`config.mk`:
```
export PLATFORM = sky130hd
export DESIGN_NAME = display_scan_controller
export DESIGN_NICKNAME = d
export VERILOG_FILES = /design/src/rtl/display_scan_controller.sv
export SDC_FILE = /design/constraint.sdc
export NUM_CORES = 1
export LEC_CHECK = 0
export ABC_AREA = 1
export CAP_MARGIN = 20
export CELL_PAD_IN_SITES_DETAIL_PLACEMENT = 0
export CELL_PAD_IN_SITES_GLOBAL_PLACEMENT = 1
export CORE_MARGIN = 10
export CORE_UTILIZATION = 41
export DETAILED_ROUTE_END_ITERATION = 8
export GPL_TIMING_DRIVEN = 0
export PLACE_DENSITY_LB_ADDON = 0.15
export SLEW_MARGIN = 20
export SYNTH_ARGS = -nofsm -noshare
export SYNTH_HDL_FRONTEND = slang
export SYNTH_SLANG_ARGS = --single-unit
```
`constraint.sdc`:
```
create_clock -name input_clock1_1 -period 2.95 [get_ports input_clock1_1]
set_input_delay 0.59 -clock input_clock1_1 [delete_from_list [all_inputs] [get_ports input_clock1_1]]
set_output_delay 0.59 -clock input_clock1_1 [all_outputs]
set_load 0.02 [all_outputs]
```
`src/rtl/display_scan_controller.sv`:
```
// display_scan_controller
// Time-multiplexes one hex-to-7-segment decoder across DIGITS 4-bit sources.
// Each digit slot is SCAN_DIV cycles long. The first BLANK_CYCLES of a slot are
// dark to prevent ghosting, and the rest show the digit. All digit values and dots
// are snapshotted at the start of every frame, so a frame never mixes old and new
// values.
// Optional feature: define LEADING_ZERO_BLANK_EN to blank leading zero digits.
// A suppressed digit keeps its timing, its digit enable and its decimal point.
module display_scan_controller #(
    parameter int DIGITS       = 3,
    parameter int SCAN_DIV     = 1000,
    parameter int BLANK_CYCLES = 16
) (
    input  logic                  input_clock1_1,
    input  logic                  input_reset_n_2,
    input  logic                  input_enable_3,
    input  logic [4*DIGITS-1:0]   input_digits_4,
    input  logic [DIGITS-1:0]     input_dots_5,
    output logic [6:0]            output_segments_6,
    output logic                  output_dp_7,
    output logic [DIGITS-1:0]     output_digit_en_8,
    output logic                  output_frame_done_9
);

    localparam int CNT_W       = (SCAN_DIV > 1) ? $clog2(SCAN_DIV) : 1;
    localparam int IDX_W       = (DIGITS > 1) ? $clog2(DIGITS) : 1;
    localparam int SHOW_CYCLES = SCAN_DIV - BLANK_CYCLES;

    localparam logic [CNT_W-1:0] BLANK_LAST = CNT_W'((BLANK_CYCLES > 0) ? BLANK_CYCLES - 1 : 0);
    localparam logic [CNT_W-1:0] SHOW_LAST  = CNT_W'(SHOW_CYCLES - 1);
    localparam logic [IDX_W-1:0] IDX_LAST   = IDX_W'(DIGITS - 1);

    typedef enum logic [1:0] {
        IDLE,
        BLANK,
        SHOW
    } state_t;

    // A new slot begins dark unless blanking is disabled entirely
    localparam state_t SLOT_START = (BLANK_CYCLES > 0) ? BLANK : SHOW;

    state_t                state, state_next;
    logic [IDX_W-1:0]      idx, idx_next;
    logic [CNT_W-1:0]      slot_cnt, slot_cnt_next;
    logic [4*DIGITS-1:0]   snap_digits, snap_digits_next;
    logic [DIGITS-1:0]     snap_dots, snap_dots_next;
    logic                  capture;
    logic                  frame_end;

    logic [6:0]            segments_next;
    logic                  dp_next;
    logic [DIGITS-1:0]     digit_en_next;
    logic [3:0]            cur_digit;
    logic                  cur_dot;

`ifdef LEADING_ZERO_BLANK_EN
    logic [DIGITS-1:0]     suppress, suppress_next, capture_suppress;
    logic                  cur_suppress;
    logic                  upper_all_zero;
`endif

    function automatic logic [6:0] hex_to_seg(input logic [3:0] value);
        logic [6:0] seg;
        case (value)
            4'h0:    seg = 7'b0111111;
            4'h1:    seg = 7'b0000110;
            4'h2:    seg = 7'b1011011;
            4'h3:    seg = 7'b1001111;
            4'h4:    seg = 7'b1100110;
            4'h5:    seg = 7'b1101101;
            4'h6:    seg = 7'b1111101;
            4'h7:    seg = 7'b0000111;
            4'h8:    seg = 7'b1111111;
            4'h9:    seg = 7'b1101111;
            4'hA:    seg = 7'b1110111;
            4'hB:    seg = 7'b1111100;
            4'hC:    seg = 7'b0111001;
            4'hD:    seg = 7'b1011110;
            4'hE:    seg = 7'b1111001;
            default: seg = 7'b1110001;
        endcase
        return seg;
    endfunction

`ifdef LEADING_ZERO_BLANK_EN
    // Walk from the top digit down: a digit is blanked while it and everything above it is zero with no dot
    always_comb begin
        capture_suppress = '0;
        upper_all_zero   = 1'b1;
        for (int i = DIGITS - 1; i >= 0; i--) begin
            upper_all_zero = upper_all_zero && (input_digits_4[4*i +: 4] == 4'h0) && !input_dots_5[i];
            capture_suppress[i] = upper_all_zero && (i != 0);
        end
    end
`endif

    // Next-state logic: slot timing, digit index stepping and frame snapshot capture
    always_comb begin
        state_next       = state;
        idx_next         = idx;
        slot_cnt_next    = slot_cnt + 1'b1;
        snap_digits_next = snap_digits;
        snap_dots_next   = snap_dots;
        capture          = 1'b0;
        frame_end        = 1'b0;

        case (state)
            IDLE: begin
                slot_cnt_next = '0;
                idx_next      = '0;
                if (input_enable_3) begin
                    capture    = 1'b1;
                    state_next = SLOT_START;
                end
            end
            BLANK: begin
                if (!input_enable_3) begin
                    state_next    = IDLE;
                    idx_next      = '0;
                    slot_cnt_next = '0;
                end else if (slot_cnt == BLANK_LAST) begin
                    state_next    = SHOW;
                    slot_cnt_next = '0;
                end
            end
            SHOW: begin
                if (!input_enable_3) begin
                    state_next    = IDLE;
                    idx_next      = '0;
                    slot_cnt_next = '0;
                end else if (slot_cnt == SHOW_LAST) begin
                    slot_cnt_next = '0;
                    state_next    = SLOT_START;
                    if (idx == IDX_LAST) begin
                        idx_next  = '0;
                        frame_end = 1'b1;
                        capture   = 1'b1;
                    end else begin
                        idx_next  = idx + 1'b1;
                    end
                end
            end
            default: begin
                state_next    = IDLE;
                idx_next      = '0;
                slot_cnt_next = '0;
            end
        endcase

        if (capture) begin
            snap_digits_next = input_digits_4;
            snap_dots_next   = input_dots_5;
        end
    end

`ifdef LEADING_ZERO_BLANK_EN
    // The suppress mask is refreshed together with the snapshot it describes
    always_comb begin
        suppress_next = capture ? capture_suppress : suppress;
    end
`endif

    // Output decode from the upcoming state so outputs switch on the same edge as the state
    always_comb begin
        segments_next = '0;
        dp_next       = 1'b0;
        digit_en_next = '0;
        cur_digit     = '0;
        cur_dot       = 1'b0;
`ifdef LEADING_ZERO_BLANK_EN
        cur_suppress  = 1'b0;
`endif
        for (int i = 0; i < DIGITS; i++) begin
            if (idx_next == IDX_W'(i)) begin
                cur_digit = snap_digits_next[4*i +: 4];
                cur_dot   = snap_dots_next[i];
`ifdef LEADING_ZERO_BLANK_EN
                cur_suppress = suppress_next[i];
`endif
            end
        end
        if (state_next == SHOW) begin
            digit_en_next = DIGITS'(1) << idx_next;
            dp_next       = cur_dot;
`ifdef LEADING_ZERO_BLANK_EN
            segments_next = cur_suppress ? 7'b0000000 : hex_to_seg(cur_digit);
`else
            segments_next = hex_to_seg(cur_digit);
`endif
        end
    end

    // State, snapshot and registered outputs; reset forces everything dark immediately
    always_ff @(posedge input_clock1_1 or negedge input_reset_n_2) begin
        if (!input_reset_n_2) begin
            state               <= IDLE;
            idx                 <= '0;
            slot_cnt            <= '0;
            snap_digits         <= '0;
            snap_dots           <= '0;
            output_segments_6   <= '0;
            output_dp_7         <= 1'b0;
            output_digit_en_8   <= '0;
            output_frame_done_9 <= 1'b0;
        end else begin
            state               <= state_next;
            idx                 <= idx_next;
            slot_cnt            <= slot_cnt_next;
            snap_digits         <= snap_digits_next;
            snap_dots           <= snap_dots_next;
            output_segments_6   <= segments_next;
            output_dp_7         <= dp_next;
            output_digit_en_8   <= digit_en_next;
            output_frame_done_9 <= frame_end;
        end
    end

`ifdef LEADING_ZERO_BLANK_EN
    // Suppress mask register, cleared alongside the snapshot
    always_ff @(posedge input_clock1_1 or negedge input_reset_n_2) begin
        if (!input_reset_n_2) begin
            suppress <= '0;
        end else begin
            suppress <= suppress_next;
        end
    end
`endif

endmodule

```
==> results of run 1 <==
## worst max-delay path: stages (launching register included)
cell	delay [ns]
dfrtp_1	0.43
inv_1	0.10
ha_1	0.22
nand3_1	0.11
nor2_2	0.13
nand3_4	0.11
nand2_2	0.13
buf_4	0.18
nand2_1	0.06
nand2_1	0.10
nand2_1	0.07
nand3_2	0.16
inv_1	0.08
ha_1	0.21
inv_1	0.08
nand4_1	0.11
nand3_1	0.10
nand2_1	0.05
nor2_1	0.11
## stage by stage
step           hold WS [ns]  utilization  cells
6_report              0.184        0.511    377
5_1_grt               0.203        0.511    377
4_1_cts               0.189        0.510    377
3_5_place_dp          0.467        0.488    369
3_3_place_gp          0.450        0.486    368
2_1_floorplan         0.294            -    268
## registers in the layout, summed over array words and instances, names as in the netlist
name and cells:
output_frame_done_9 1, idx 2, snap_dots 3, output_digit_en_8 3, output_dp_7 1, state 2, snap_digits 12, slot_cnt 10
output_segments_6 7
## power groups by stage
stage	combinational (mW)	sequential (mW)	clock [mW]
after detailed placement	0.658	0.720	0
after floorplan	0.498	0.710	0
after global placement	0.657	0.716	0
after global routing	0.767	0.720	0.507
final	0.659	0.707	0.468
after CTS	0.662	0.708	0.484
## synthesized netlist by cell type
library cell,number,area [µm²]
nand2_1,72,270
dfrtp_1,41,1030
nand3_1,26,130
inv_1,23,86.3
nor2_1,23,86.3
ha_1,11,138
a21oi_1,10,50.1
nand2_2,6,37.5
nand3_2,6,60.1
nand4_1,6,37.5
o21ai_1,5,25.0
inv_2,4,15.0
nor3_1,4,20.0
mux2_2,3,33.8
xor2_1,3,26.3
a211oi_1,2,15.0
a21oi_4,2,32.5
buf_4,2,15.0
nand3_4,2,35.0
nand3b_1,2,15.0
nor2_4,2,22.5
nor3b_1,2,15.0
o21ai_0,2,10.0
a21boi_1,1,7.51
buf_1,1,3.75
buf_6,1,11.3
nand2_4,1,11.3
nor4_1,1,6.26
o211ai_1,1,7.51
or2_0,1,6.26
or2_2,1,6.26
xnor2_1,1,8.76
## kinds of logic after synthesis
logic type | count (synthesis) | synth area share
simple gates | 155 | 0.334
flops | 41 | 0.452
buf+inv | 31 | 0.0578
compound gates | 23 | 0.0650
fa+ha+maj | 11 | 0.0606
xor+xnor | 4 | 0.0154
mux | 3 | 0.0149
## how the worst min path moves through the flow
stage | cells after the start | slack [ns] | endpoint
finish | 1 | 0.18 | snap_dots[2]$_DFF_PN0_
global route | 1 | 0.20 | snap_digits[5]$_DFF_PN0_
CTS | 1 | 0.19 | snap_dots[0]$_DFF_PN0_
detailed placement | 1 | 0.47 | slot_cnt[0]$_DFF_PN0_
global placement | 1 | 0.45 | slot_cnt[0]$_DFF_PN0_
floorplan | 0 | 0.29 | idx[0]$_DFF_PN0_
## per-layer routing
metal | global-route usage | vias up | part of all wire
li1 | - | 937 | -
met4 | 0.0418 | 0 | 0.015
met2 | 0.175 | 24 | 0.45
met3 | 0.0357 | 5 | 0.050
met5 | 0 | - | 0
met1 | 0.156 | 830 | 0.48
## repair_timing
action / in CTS / in global routing
endpoints found under the hold margin: 0 / 0
endpoints found under the setup margin: 0 / 6
resized for setup: 0 / 2
## cell usage in the layout (no fill, tap or decap), drive strengths merged
master         netlist  final
inv                 27     27
dfrtp               41     41
nand3               34     34
xor2                 3      3
mux2                 3      3
bufinv               0      1
nor3                 4      4
clkdlybuf4s50        0     27
a211oi               2      2
o211ai               1      1
xnor2                1      1
ha                  11     11
nor4                 1      1
nor2                25     25
clkbuf               0      7
nor3b                2      2
a21boi               1      1
a21oi               12     12
nand2               79     79
nand4                6      6
or2                  2      2
o21ai                7      7
buf                  4      6
nand3b               2      2
## final cells by class
| class | count | area, µm² |
|---|---|---|
| fill | 573 | 2660 |
| clock buffer | 7 | 86.3 |
| timing repair buffer | 29 | 295 |
| buffer | 4 | 30.0 |
| clock inverter | 1 | 30.0 |
| inverter | 27 | 101 |
| sequential | 41 | 1030 |
| tap | 72 | 90.1 |
| multi-input combinational | 196 | 1120 |
==> flow_metrics.env, run 1 <==
export IMPL_status="finished, final reports clean"
export IMPL_timing_setup_tns_ns=0
export IMPL_cts_tree="done"
export IMPL_setup_viol=0
export IMPL_p_per_area_mw_per_mm2=660
export IMPL_r2r_cells=18
export IMPL_numCtsBuffers=5
export IMPL_ys_seq_area_frac=0.452
export IMPL_pwr_share_comb=0.359
export IMPL_ys_warn_count=0
export IMPL_p_clk_frac=0.255
export IMPL_crit_fanout=10
export IMPL_drt_iter0_drc=74
export IMPL_start_util=0.418
export IMPL_irDropWorstVdd_v=0.000289
export IMPL_cap_violations=0
export IMPL_rows=27
export IMPL_worstSetupEndpointType="flop"
export IMPL_finalCriticalPeriod_ns=2.61
export IMPL_crit_path_end="output_segments_6[3]$_DFF_PN0_"
export IMPL_slew_viol_final=0
export IMPL_synthToLayoutAreaGrowth_pct=22.4
export IMPL_gp_congestion=0.766
export IMPL_start_kind="flop"
export IMPL_first_pass_iters=4
export IMPL_cts_hold_buffers_added=0
export IMPL_clk_latency_ns=0.30
export IMPL_vias_per_cell=4.76
export IMPL_place_area_mm2=0.00266
export IMPL_die_h_um=94.4
export IMPL_drc=0
export IMPL_drive_gt1_frac=0.134
export IMPL_clk_pin_slew_ns=0.08
export IMPL_synth_fp_nets=297
export IMPL_final_area_mm2=0.00278
export IMPL_rrSetupSlack_ns=0.34
export IMPL_fin_ws_ns=0.336
export IMPL_internal_power_mw=1.19
export IMPL_cp_startpoint="state[0]$_DFF_PN0_"
export IMPL_synth_cell_types=32
export IMPL_grt_pass1_vias=1756
export IMPL_cp_data_required_time_ns=3.17
export IMPL_clock_root_buffer="clkbuf_8"
export IMPL_die_width_um=94.4
export IMPL_dieArea_mm2=0.00892
export IMPL_track_usage=0.117
export IMPL_criticalPathCategory="reg -> reg"
export IMPL_coreArea_mm2=0.00544
export IMPL_detail_route_antenna_nets=0
export IMPL_antenna_found_initial=0
export IMPL_worstMarginPinSlew_ns=0.838
export IMPL_port_buffer_count=28
export IMPL_grt_max_degree=30
export IMPL_postRouteWirelength_um=4890
export IMPL_grt_pass1_wl_um=8490
export IMPL_leakage_nw=1.38
export IMPL_r2r_start="state[0]$_DFF_PN0_"
export IMPL_clock_sinks=41
export IMPL_hold_violations=0
export IMPL_skew_ns=0.00942
export IMPL_switchingPower_mw=0.639
export IMPL_wire_per_inst_um=13.0
export IMPL_place_ws_ns=0.197
export IMPL_pwr_share_seq=0.385
export IMPL_route_vias_total=1796
export IMPL_reg2reg_to="output_segments_6[3]$_DFF_PN0_"
export IMPL_relSlewSlack=0.439
export IMPL_syn_avg_cell_area_um2=8.47
export IMPL_boundaryPins=30
export IMPL_rsz0062_at_grt="no"
export IMPL_htreeDepth=2
export IMPL_clockBufferDepth=2
export IMPL_worstPathArrival_ns=2.84
export IMPL_netlist_area_mm2=0.00227
export IMPL_dp_hpwl_um=3730
export IMPL_switching_share=0.349
export IMPL_synth_seq_cells=41
export IMPL_fin_crit_sh=0.886
export IMPL_netlist_instances=268
export IMPL_grt_overflow_total=0
export IMPL_p_total_mw=1.83
export IMPL_diodes=0
export IMPL_fmax_mhz=383
export IMPL_nets=333
export IMPL_postCtsSetupBuffers=0
export IMPL_hold_class="in -> async"
Power figures use the tool's default switching activity.
==> inputs of run 2 (changes only) <==
Settings changed: CELL_PAD_IN_SITES_DETAIL_PLACEMENT 0 to 1.
==> run 2 against run 1 <==
  * Flip-flop and latch count unchanged
  * Register-to-register slack worse by 0.07 ns
  * Final cell count down 0.27%
  * Clock power down 5.8%
  * Routed wire length up 16%
  * Sequential share of layout area rose by 0.13 points
  * Hold slack gained 0.0052 ns
  * Design area is 0.36% lower
  * Clock skew grew 0.0023 ns
  * Total power grew 0.32%
  * Clock-buffer cell count fell by 2
  * Critical endpoint unchanged
  * Highest routed layer unchanged
==> flow_metrics.env, run 2 (same netlist as run 1, synthesis figures left out) <==
export IMPL_path_common_cell="nand2_1"
export IMPL_antenna_found_initial=0
export IMPL_reg_top3="snap_digits: 12 flops, slot_cnt: 10 flops, output_segments_6: 7 flops"
export IMPL_synthToLayoutAreaGrowth_pct=22.0
export IMPL_switching_share=0.366
export IMPL_drt_iter0_drc=51
export IMPL_criticalPathCategory="reg -> reg"
export IMPL_status="finished, final reports clean"
export IMPL_worstMarginPinSlew_ns=0.897
export IMPL_slew_viol_final=0
export IMPL_cts_hold_buffers_added=0
export IMPL_worstSetupEndpointType="flop"
export IMPL_fmax_mhz=373
export IMPL_htreeDepth=2
export IMPL_cts_tree="done"
export IMPL_worst_path_buf_inv=4
export IMPL_start_kind="flop"
export IMPL_grt_max_degree=30
export IMPL_numCtsBuffers=5
export IMPL_internal_power_mw=1.17
export IMPL_coreArea_mm2=0.00544
export IMPL_rrSetupSlack_ns=0.27
export IMPL_setup_viol=0
export IMPL_switchingPower_mw=0.674
export IMPL_leakage_nw=1.37
export IMPL_clk_pin_slew_ns=0.08
export IMPL_hold_class="in -> async"
export IMPL_start_util=0.418
export IMPL_route_vias_total=1886
export IMPL_gp_congestion=0.766
export IMPL_skew_ns=0.0117
export IMPL_crit_path_end="output_segments_6[3]$_DFF_PN0_"
export IMPL_port_buffer_count=28
export IMPL_detail_route_antenna_nets=0
export IMPL_clockBufferDepth=2
export IMPL_largest_register="snap_digits"
export IMPL_die_width_um=94.4
export IMPL_diodes=0
export IMPL_timing_setup_tns_ns=0
export IMPL_cp_startpoint="state[0]$_DFF_PN0_"
export IMPL_largest_reg_flops=12
export IMPL_pwr_share_comb=0.373
export IMPL_critPathSlowestCell="dfrtp_1"
export IMPL_clock_sinks=41
export IMPL_grt_pass1_wl_um=10000
export IMPL_pwr_share_seq=0.387
export IMPL_rows=27
export IMPL_rsz0062_at_grt="no"
export IMPL_worstPathArrival_ns=2.90
export IMPL_finalCriticalPeriod_ns=2.68
export IMPL_layout_commonest_cell="nand2_1"
export IMPL_r2r_cells=18
export IMPL_dieArea_mm2=0.00892
export IMPL_postRouteWirelength_um=5660
export IMPL_grt_overflow_total=0
export IMPL_track_usage=0.138
export IMPL_relSlewSlack=0.400
export IMPL_place_ws_ns=0.139
export IMPL_reg2reg_to="output_segments_6[3]$_DFF_PN0_"
export IMPL_crit_family="simple AND/OR/NAND/NOR gates"
export IMPL_final_area_mm2=0.00277
export IMPL_place_area_mm2=0.00266
export IMPL_crit_fanout=10
export IMPL_p_clk_frac=0.240
export IMPL_dp_hpwl_um=4330
export IMPL_clk_latency_ns=0.30
export IMPL_fin_ws_ns=0.269
export IMPL_grt_pass1_vias=2048
export IMPL_crit_cells=18
export IMPL_drc=0
export IMPL_cp_data_required_time_ns=3.17
export IMPL_die_h_um=94.4
export IMPL_hold_violations=0
export IMPL_cap_violations=0
export IMPL_vias_per_cell=5.02
export IMPL_first_pass_iters=4
export IMPL_r2r_start="state[0]$_DFF_PN0_"
export IMPL_clock_root_buffer="clkbuf_8"
export IMPL_crit_chain="inv_1 -> ha_1 -> nand3_1 -> nor2_2 -> nand3_4 -> nand2_2 -> buf_4 -> nand2_1 -> nand2_1 -> nand2_1 -> nand3_2 -> inv_1 -> ha_1 -> inv_1 -> nand4_1 -> nand3_1 -> nand2_1 -> nor2_1"
export IMPL_final_cell_mix="nand2_1 (72), dfrtp_1 (41), clkdlybuf4s50_1 (27)"
export IMPL_irDropWorstVdd_v=0.000279
export IMPL_postCtsSetupBuffers=0
export IMPL_drive_gt1_frac=0.138
export IMPL_nets=333
export IMPL_fin_hold_ws_ns=0.189
export IMPL_boundaryPins=30
export IMPL_wire_per_inst_um=15.1
export IMPL_fin_crit_sh=0.909
export IMPL_p_per_area_mw_per_mm2=664
export IMPL_slowest_delay_ns=0.44
[run 2: power by group through the flow]
stage / clock (mW) / combinational (mW) / sequential (mW)
5_1_grt: 0.478 / 0.792 / 0.726
3_3_place_gp: 0 / 0.657 / 0.716
4_1_cts: 0.453 / 0.687 / 0.715
6_report: 0.441 / 0.686 / 0.712
2_1_floorplan: 0 / 0.498 / 0.710
3_5_place_dp: 0 / 0.678 / 0.725
[run 2: how the worst min path moves through the flow]
stage,from,to,slack (ns),cells past startpoint
2_1_floorplan,input_reset_n_2,idx[0]$_DFF_PN0_,0.29,0
3_3_place_gp,slot_cnt[0]$_DFF_PN0_,slot_cnt[0]$_DFF_PN0_,0.45,1
3_5_place_dp,slot_cnt[0]$_DFF_PN0_,slot_cnt[0]$_DFF_PN0_,0.47,1
4_1_cts,input_reset_n_2,snap_digits[9]$_DFF_PN0_,0.19,1
5_1_grt,input_reset_n_2,snap_digits[5]$_DFF_PN0_,0.20,1
6_report,input_reset_n_2,snap_digits[5]$_DFF_PN0_,0.19,1
[run 2: per-stage QoR]
stage,power [mW],cells,util
floorplan,1.21,268,-
global placement,1.37,368,0.486
detailed placement,1.40,369,0.488
CTS,1.85,376,0.507
global route,2.00,376,0.509
finish,1.84,376,0.509
[run 2: repair_timing]
item / in CTS / in global routing
hold endpoints to repair: 0 / 0
gates resized for setup: 0 / 4
setup endpoints to repair: 0 / 6
[run 2: final cells by class]
cell class	count	area (µm²)
buffer	4	30.0
clock buffer	5	68.8
clock inverter	2	35.0
fill	639	2670
inverter	27	101
multi-input combinational	196	1120
sequential	41	1030
tap	72	90.1
timing repair buffer	29	295
[run 2: metal layers]
metal,track usage,part of all wire,vias to the layer above
met5,0,0,-
met4,0.0494,0.011,0
met3,0.0428,0.044,6
met2,0.220,0.48,21
met1,0.171,0.47,921
li1,-,-,938
==> inputs of run 3 (changes only) <==
Settings changed: ABC_CLOCK_PERIOD_IN_PS from default to 2950, CTS_CLUSTER_SIZE from default to 28.
==> results of run 3 <==
Same layout as run 2: the final DEF is identical, and so are final timing and power.
